[src/rtl/ring_renderer.sv]
// Two-stage ring/disc pixel renderer with double-buffered configuration.
// Optional pulse animation (breathing radius) is built when RING_PULSE_EN is defined.
module ring_renderer #(
    parameter int          WIDTH    = 96,
    parameter int          HEIGHT   = 64,
    parameter logic [15:0] BG_COLOR = 16'h0000,
    parameter int          R_MAX    = 31
) (
    input  logic        clk25,
    input  logic        reset,
    input  logic [12:0] pixel_index,
    input  logic        frame_tick,
    input  logic        cfg_valid,
    output logic        cfg_ready,
    input  logic [6:0]  cfg_cx,
    input  logic [5:0]  cfg_cy,
    input  logic [5:0]  cfg_r_in,
    input  logic [5:0]  cfg_r_out,
    input  logic [15:0] cfg_color,
    input  logic        cfg_pulse,
    output logic [15:0] color
);

    typedef struct packed {
        logic [6:0]  cx;
        logic [5:0]  cy;
        logic [5:0]  r_in;
        logic [5:0]  r_out;
        logic [15:0] color;
    } ring_cfg_t;

    typedef enum logic {IDLE, PENDING} state_t;

    localparam ring_cfg_t  CFG_RST = '{cx: 7'(WIDTH / 2), cy: 6'(HEIGHT / 2),
                                       r_in: 6'd12, r_out: 6'd14, color: 16'hFFFF};
    localparam logic [12:0] NPIX   = 13'(WIDTH * HEIGHT);
    localparam logic [6:0]  RMAX7  = 7'(R_MAX);

    state_t    state, state_nxt;
    ring_cfg_t shadow, act;
    logic      capture, apply;
    logic [5:0] off;

    // ---------------- configuration handshake FSM ----------------
    always_ff @(posedge clk25 or posedge reset) begin
        if (reset) state <= IDLE;
        else       state <= state_nxt;
    end

    always_comb begin
        state_nxt = state;
        cfg_ready = 1'b0;
        capture   = 1'b0;
        apply     = 1'b0;
        case (state)
            IDLE: begin
                cfg_ready = 1'b1;
                // a simultaneous frame_tick is deliberately not used to apply
                if (cfg_valid) begin
                    capture   = 1'b1;
                    state_nxt = PENDING;
                end
            end
            PENDING: begin
                if (frame_tick) begin
                    apply     = 1'b1;
                    state_nxt = IDLE;
                end
            end
            default: state_nxt = IDLE;
        endcase
    end

    always_ff @(posedge clk25 or posedge reset) begin
        if (reset) begin
            shadow <= CFG_RST;
            act    <= CFG_RST;
        end else begin
            if (capture) shadow <= '{cx: cfg_cx, cy: cfg_cy, r_in: cfg_r_in,
                                     r_out: cfg_r_out, color: cfg_color};
            if (apply)   act    <= shadow;
        end
    end

    // ---------------- pulse animation ----------------
`ifdef RING_PULSE_EN
    typedef enum logic {GROW, SHRINK} dir_t;

    dir_t dir;
    logic pulse_sh, pulse_act;

    always_ff @(posedge clk25 or posedge reset) begin
        if (reset) begin
            off       <= '0;
            dir       <= GROW;
            pulse_sh  <= 1'b0;
            pulse_act <= 1'b0;
        end else begin
            if (capture) pulse_sh <= cfg_pulse;
            if (apply) begin
                pulse_act <= pulse_sh;
                off       <= '0;
                dir       <= GROW;
            end else if (frame_tick && pulse_act) begin
                if ({1'b0, act.r_out} >= RMAX7) begin
                    off <= '0;
                end else if (dir == GROW) begin
                    off <= off + 6'd1;
                    // turn around once the next outer radius would hit R_MAX
                    if ({1'b0, act.r_out} + {1'b0, off} + 7'd2 >= RMAX7) dir <= SHRINK;
                end else if (off <= 6'd1) begin
                    off <= '0;
                    dir <= GROW;
                end else begin
                    off <= off - 6'd1;
                end
            end
        end
    end
`else
    logic unused_pulse;
    assign unused_pulse = cfg_pulse;
    assign off          = '0;
`endif

    // ---------------- stage 1: centre-relative coordinates ----------------
    logic [7:0]        x8, y8;
    logic signed [7:0] dx_q, dy_q;
    logic              in_q;

    assign x8 = 8'(pixel_index % 13'(WIDTH));
    assign y8 = 8'(pixel_index / 13'(WIDTH));

    always_ff @(posedge clk25 or posedge reset) begin
        if (reset) begin
            dx_q <= '0;
            dy_q <= '0;
            in_q <= 1'b0;
        end else begin
            dx_q <= x8 - {1'b0, act.cx};
            dy_q <= y8 - {2'b0, act.cy};
            in_q <= pixel_index < NPIX;
        end
    end

    // ---------------- stage 2: distance test and colour ----------------
    logic signed [15:0] dx_w, dy_w, sq_x, sq_y;
    logic [15:0]        d2;
    logic [6:0]         lo, hi;
    logic [13:0]        lo2, hi2;
    logic               hit;

    assign dx_w = {{8{dx_q[7]}}, dx_q};
    assign dy_w = {{8{dy_q[7]}}, dy_q};
    assign sq_x = dx_w * dx_w;
    assign sq_y = dy_w * dy_w;
    assign d2   = $unsigned(sq_x) + $unsigned(sq_y);

    // 7-bit radii so radius+offset never wraps; r_in > r_out yields an empty band
    assign lo  = {1'b0, act.r_in}  + {1'b0, off};
    assign hi  = {1'b0, act.r_out} + {1'b0, off};
    assign lo2 = {7'd0, lo} * {7'd0, lo};
    assign hi2 = {7'd0, hi} * {7'd0, hi};
    assign hit = in_q && ({2'b0, lo2} <= d2) && (d2 <= {2'b0, hi2});

    always_ff @(posedge clk25 or posedge reset) begin
        if (reset) color <= BG_COLOR;
        else       color <= hit ? act.color : BG_COLOR;
    end

endmodule

[config.mk]
export PLATFORM = sky130hd
export DESIGN_NAME = ring_renderer
export DESIGN_NICKNAME = d
export VERILOG_FILES = /design/src/rtl/ring_renderer.sv
export SDC_FILE = /design/constraint.sdc
export NUM_CORES = 1
export LEC_CHECK = 0
export CORE_MARGIN = 2
export CORE_UTILIZATION = 45
export CTS_CLUSTER_DIAMETER = 150
export DETAILED_ROUTE_END_ITERATION = 10
export DONT_BUFFER_PORTS = 1
export GPL_ROUTABILITY_DRIVEN = 0
export PLACE_DENSITY = 0.68
export REMOVE_ABC_BUFFERS = 1
export SLEW_MARGIN = 20
export SYNTH_ARGS = -nofsm -noshare
export SYNTH_HDL_FRONTEND = slang
export SYNTH_SLANG_ARGS = --single-unit
[constraint.sdc]
create_clock -name clk25 -period 7.44 [get_ports clk25]
set_input_delay 1.488 -clock clk25 [delete_from_list [all_inputs] [get_ports clk25]]
set_output_delay 1.488 -clock clk25 [all_outputs]
set_load 0.005 [all_outputs]
==> flow_summary.ini, run 1 <==
[global_route]
grt-ovfl-total = 0
grtUsageTotal_pct = 17.4
grt_start_max_net_pins = 80
grt_pass1_vias = 7658
antenna_found_initial = 1
grt_pass1_wl_um = 36800

[sta]
final.min_clock_period_ps = 7030
finalSetupViolCount = 0
final_max_slew_viol_count = 0
hold-worst-slack_ps = 501
finalHoldViolCount = 0
tns_ps = 0
timing.fmax_ghz = 0.142
slew_headroom_pct = 32.0
fin_crit_sh_pct = 94.5
rsz0062_at_grt = false
tightest_slew_ps = 1020
fin_skew_ps = 14.0

[min_path]
min_to = shadow[26]$_DFFE_PP0P_
min_from = shadow[26]$_DFFE_PP0P_
holdPathStages = 1
hp-class = flip-flop to flip-flop

[final_layout]
final_util_pct = 49.7
area_delta_synth_final_pct = 9.32
ff_latch_area_um2 = 2960
antennaDiodeCount = 0
multiInputGateArea_um2 = 7560
fillerInstances = 2250
final_cell_area_um2 = 12500
drive_gt1_share_pct = 17.6
nets = 1389

[yosys]
ys.flop_type = dfrtp_1
ys_warn_count = 0
yosysMostFrequentCell = inv_1
yosys-top-cells-count = inv_1, fa_1, ha_1
async_flop_share_pct = 100
syn_avg_cell_area_um2 = 10.5
synth_area_leaders = fa_1, dfrtp_1, ha_1
synth_edf_count = 0
synth_cells = 1082
yosysTopAreaCell = fa_1
yosys.cell_types.count = 56
yosysSeqAreaShare_pct = 26.0
ys_seq_elements = 116
synth_top_cell_area_share_pct = 23.9
syn-cell-area_um2 = 11400

[drt]
ant_nets = 0
drt-total-wl_um = 20800
via_per_inst = 5.02
vias = 7158
wl_per_cell_um = 14.6
firstDrtPassIters = 4
initialDrtViolationCount = 261
drc_errors = 0

[floorplanning]
pin_count = 76
core_um2 = 25000
die-area_um2 = 26600
start_util_pct = 45.5
row_count = 58
fp.dieW_um = 163
dieHeight_um = 163

[placement]
post_dp_cell_area_um2 = 11800
dpl.hpwl_um = 16900
portBuffers = 0

[clock_network]
clockBufferDepth = 2
clock_tree.root_cell = clkbuf_16
clock_latency_ps = 420
cts_buffers = 17
cts_setup_buffers = 0
cts_tree = yes
htree_levels = 4
cts_hold_buf = 0
cts.sinks = 116
clk_pin_slew_ps = 50
post_cts_resized = 0

[setup_path]
critPathTopFamily = adder cells
reg2reg_to = color[0]$_DFF_PP0_
cp.depth = 25
ff2ff_path_depth = 25
worst-path-buf-inv = 7
worst_ep_required_time_ps = 7790
start_kind = flip-flop
cp_slowest_cell = dfrtp_1
max_stage_delay_ps = 540
cp-end-kind = flip-flop
cp_common_cell = inv_1
setup.worst_path.class = flip-flop to flip-flop
reg2reg_from = dx_q[2]$_DFF_PP0_
regToRegSetupSlack_ps = 410
crit_arrival_ps = 7380
worstPathMaxFanout = 16

[status]
status = finished, final reports clean

[run]
maxCapViolCount = 0
==> per-layer routing <==
metal  vias to the layer above  global-route usage (%)  part of all wire (%)
met5                         -                       0                 0.063
met4                         2                    4.51                   1.2
met3                        20                    3.33                   4.1
met2                        87                    29.5                    50
met1                      3570                    23.0                    45
li1                       3479                       -                     -
==> registers in the layout, summed over array words and instances, names as in the netlist <==
register / cells
act: 41
shadow: 41
color: 16
dx_q: 8
dy_q: 8
in_q: 1
state: 1
==> through the flow <==
| stage | cells | setup slack (ps) |
|---|---|---|
| 2_1_floorplan | 1052 | 840 |
| 3_3_place_gp | 1394 | 475 |
| 3_5_place_dp | 1394 | 447 |
| 4_1_cts | 1426 | 418 |
| 5_1_grt | 1427 | 27.9 |
| 6_report | 1427 | 407 |
==> area by class of cell <==
class	instances	share of cell area, %
flip-flops and latches	116	23.8
inverters	202	6.11
multi-input cells	734	60.7
well taps	330	3.32
repair buffers	13	0.944
clock inverters	8	1.19
clock buffers	24	3.95
==> worst max path at each step <==
| stage | end | start | slack (ps) |
|---|---|---|---|
| 6_report | color[0]$_DFF_PP0_ | dx_q[2]$_DFF_PP0_ | 410 |
| 5_1_grt | color[0]$_DFF_PP0_ | dx_q[4]$_DFF_PP0_ | 30 |
| 4_1_cts | color[0]$_DFF_PP0_ | dx_q[4]$_DFF_PP0_ | 420 |
| 3_5_place_dp | color[15]$_DFF_PP0_ | dy_q[1]$_DFF_PP0_ | 450 |
| 3_3_place_gp | color[1]$_DFF_PP0_ | dy_q[1]$_DFF_PP0_ | 480 |
| 2_1_floorplan | color[0]$_DFF_PP0_ | dy_q[7]$_DFF_PP0_ | 840 |
==> cells by family (layout without fill, tap and decap cells) <==
group | count (synthesis) | after routing | synth area share [%]
fa+ha+maj | 246 | 246 | 36.0
xor+xnor | 54 | 54 | 4.15
flops | 116 | 116 | 26.0
mux | 89 | 89 | 8.78
buf+inv | 232 | 247 | 7.71
simple gates | 228 | 228 | 10.8
compound gates | 117 | 117 | 6.61
==> cell usage in the layout, fill, tap and decap left out, types with 3 or more instances in the layout <==
cell type / n
inv_1: 201
fa_1: 136
ha_1: 110
mux2_2: 87
dfrtp_1: 68
nand2_1: 63
and2_1: 49
dfstp_2: 48
xnor2_1: 40
a21oi_1: 34
nor2b_1: 26
o21ai_0: 25
nor2_1: 24
clkbuf_16: 17
nand2b_1: 15
xor2_1: 14
and3_1: 12
buf_4: 12
a21o_1: 10
nor3_1: 9
o21a_1: 7
and3_2: 6
nand3_1: 5
o21bai_1: 5
o22ai_1: 4
a211oi_1: 4
or2_2: 4
o211ai_1: 4
clkbuf_8: 4
bufinv_16: 4
a211o_1: 3
and3b_1: 3
a31oi_1: 3
clkbuf_1: 3
Power of run 1 is left out: the tool's default activity adds up to more than one toggle a clock period on the data nets, which glitch-free logic cannot reach.
==> run 2: changes to the inputs <==
--- a/config.mk
+++ b/config.mk
@@ -13,6 +13,7 @@
 export GPL_ROUTABILITY_DRIVEN = 0
 export PLACE_DENSITY = 0.68
 export REMOVE_ABC_BUFFERS = 1
+export SETUP_SLACK_MARGIN = 0.5
 export SLEW_MARGIN = 20
 export SYNTH_ARGS = -nofsm -noshare
 export SYNTH_HDL_FRONTEND = slang
==> flow_summary.ini, run 2 (synthesis results as in run 1) <==
[run]
maxCapViolCount = 0

[sta]
finalSetupViolCount = 0
setup_ws_ps = 577
rsz0062_at_grt = true
fin_skew_ps = 14.1
slew_headroom_pct = 31.7
final.min_clock_period_ps = 6860
tightest_slew_ps = 1020
timing.fmax_ghz = 0.146
fin_crit_sh_pct = 92.2
finalHoldViolCount = 0
tns_ps = 0
final_max_slew_viol_count = 0

[clock_network]
cts_buffers = 17
clockBufferDepth = 2
clock_tree.root_cell = clkbuf_16
htree_levels = 4
cts.sinks = 116
cts_tree = yes
clk_pin_slew_ps = 50
cts_hold_buf = 0
clock_latency_ps = 420

[floorplanning]
fp.dieW_um = 163
pin_count = 76
dieHeight_um = 163
row_count = 58
core_um2 = 25000
die-area_um2 = 26600
start_util_pct = 45.5

[drt]
initialDrtViolationCount = 238
vias = 7318
ant_nets = 0
drc_errors = 0
firstDrtPassIters = 4
via_per_inst = 5.05
wl_per_cell_um = 14.9
drt-total-wl_um = 21600

[min_path]
holdPathStages = 1
hp-class = flip-flop to flip-flop

[final_layout]
multiInputGateArea_um2 = 7750
drive_gt1_share_pct = 22.8
final_common_cell = inv_1
mostFrequentLayoutCells = inv_1, fa_1, ha_1
nets = 1412
ff_latch_area_um2 = 2980
antennaDiodeCount = 0
area_delta_synth_final_pct = 12.6
reg_top3 = act: 41 flops, shadow: 41 flops, color: 16 flops
fillerInstances = 2232
layout.cells.non_filler = 1450

[placement]
dp_slack_ps = 447
portBuffers = 0
dp.cells = 1394
dpl.hpwl_um = 16900

[global_route]
grt_start_max_net_pins = 80
grtUsageTotal_pct = 17.9
grt_pass1_vias = 7760
grt_pass1_wl_um = 37600
antenna_found_initial = 1
grt-ovfl-total = 0

[setup_path]
crit_arrival_ps = 7220
ff2ff_path_depth = 22
worstPathMaxFanout = 8
worst_ep_required_time_ps = 7790
cp-end-kind = flip-flop
setup.worst_path.class = flip-flop to flip-flop
start_kind = flip-flop

[status]
status = finished, final reports clean
==> run 2: final cells by class <==
| class | instances | area share, % |
|---|---|---|
| Sequential cell | 116 | 23.2 |
| Timing Repair Buffer | 35 | 2.20 |
| Clock inverter | 8 | 1.15 |
| Inverter | 202 | 5.93 |
| Multi-Input combinational cell | 735 | 60.4 |
| Tap cell | 330 | 3.22 |
| Clock buffer | 24 | 3.83 |
==> run 2: metal layers <==
| metal | wire [um] | GRT usage (%) | part of all wire [%] | up-vias |
|---|---|---|---|---|
| li1 | - | - | - | 3533 |
| met1 | 9520 | 23.6 | 44 | 3667 |
| met4 | 245 | 4.51 | 1.1 | 2 |
| met5 | 13 | 0 | 0.060 | - |
| met3 | 1030 | 3.33 | 4.7 | 20 |
| met2 | 10800 | 30.5 | 50 | 96 |
==> run 2: path summary, 6_finish.rpt <==
path | from | to | slack, ps
min in group asynchronous | reset | state$_DFF_PP0_ | 960
worst max register to register | dx_q[6]$_DFF_PP0_ | color[0]$_DFF_PP0_ | 580
worst min-delay path | shadow[34]$_DFFE_PP0P_ | shadow[34]$_DFFE_PP0P_ | 500
worst min register to register | shadow[34]$_DFFE_PP0P_ | shadow[34]$_DFFE_PP0P_ | 500
max in group asynchronous | reset | act[39]$_DFFE_PP1P_ | 5400
worst max-delay path | dx_q[6]$_DFF_PP0_ | color[0]$_DFF_PP0_ | 580
==> run 2: timing repair <==
action | CTS | global route
gates cloned | 1 | 0
pin swaps | 8 | 15
buffers inserted | 9 | 13
gates resized for setup | 27 | 18
endpoints found under the setup margin | 16 | 16
==> run 2: metrics by stage <==
| stage | instance area [um2] | utilization [%] | hold slack [ps] |
|---|---|---|---|
| 2_1_floorplan | 11300 | - | 477 |
| 3_3_place_gp | 11800 | 47.1 | 482 |
| 3_5_place_dp | 11800 | 47.1 | 493 |
| 4_1_cts | 12600 | 50.5 | 504 |
| 5_1_grt | 12800 | 51.2 | 528 |
| 6_report | 12800 | 51.2 | 501 |
==> run 2: worst max-delay path, cell delays in order, from the launching register on <==
cell and delay [ps]:
dfrtp_2 450, and2_4 180, fa_1 520, inv_1 50, fa_1 520, inv_1 50, fa_1 520, fa_1 440
fa_1 510, fa_1 610, ha_4 230, o21a_1 110, nor2_2 120, xnor2_2 130, inv_1 90, ha_4 270
nand4_1 120, or4_4 500, o31a_1 270, a311oi_2 270, o311ai_4 190, and4bb_4 420, and3_2 190
Power of run 2 is left out for the same reason.
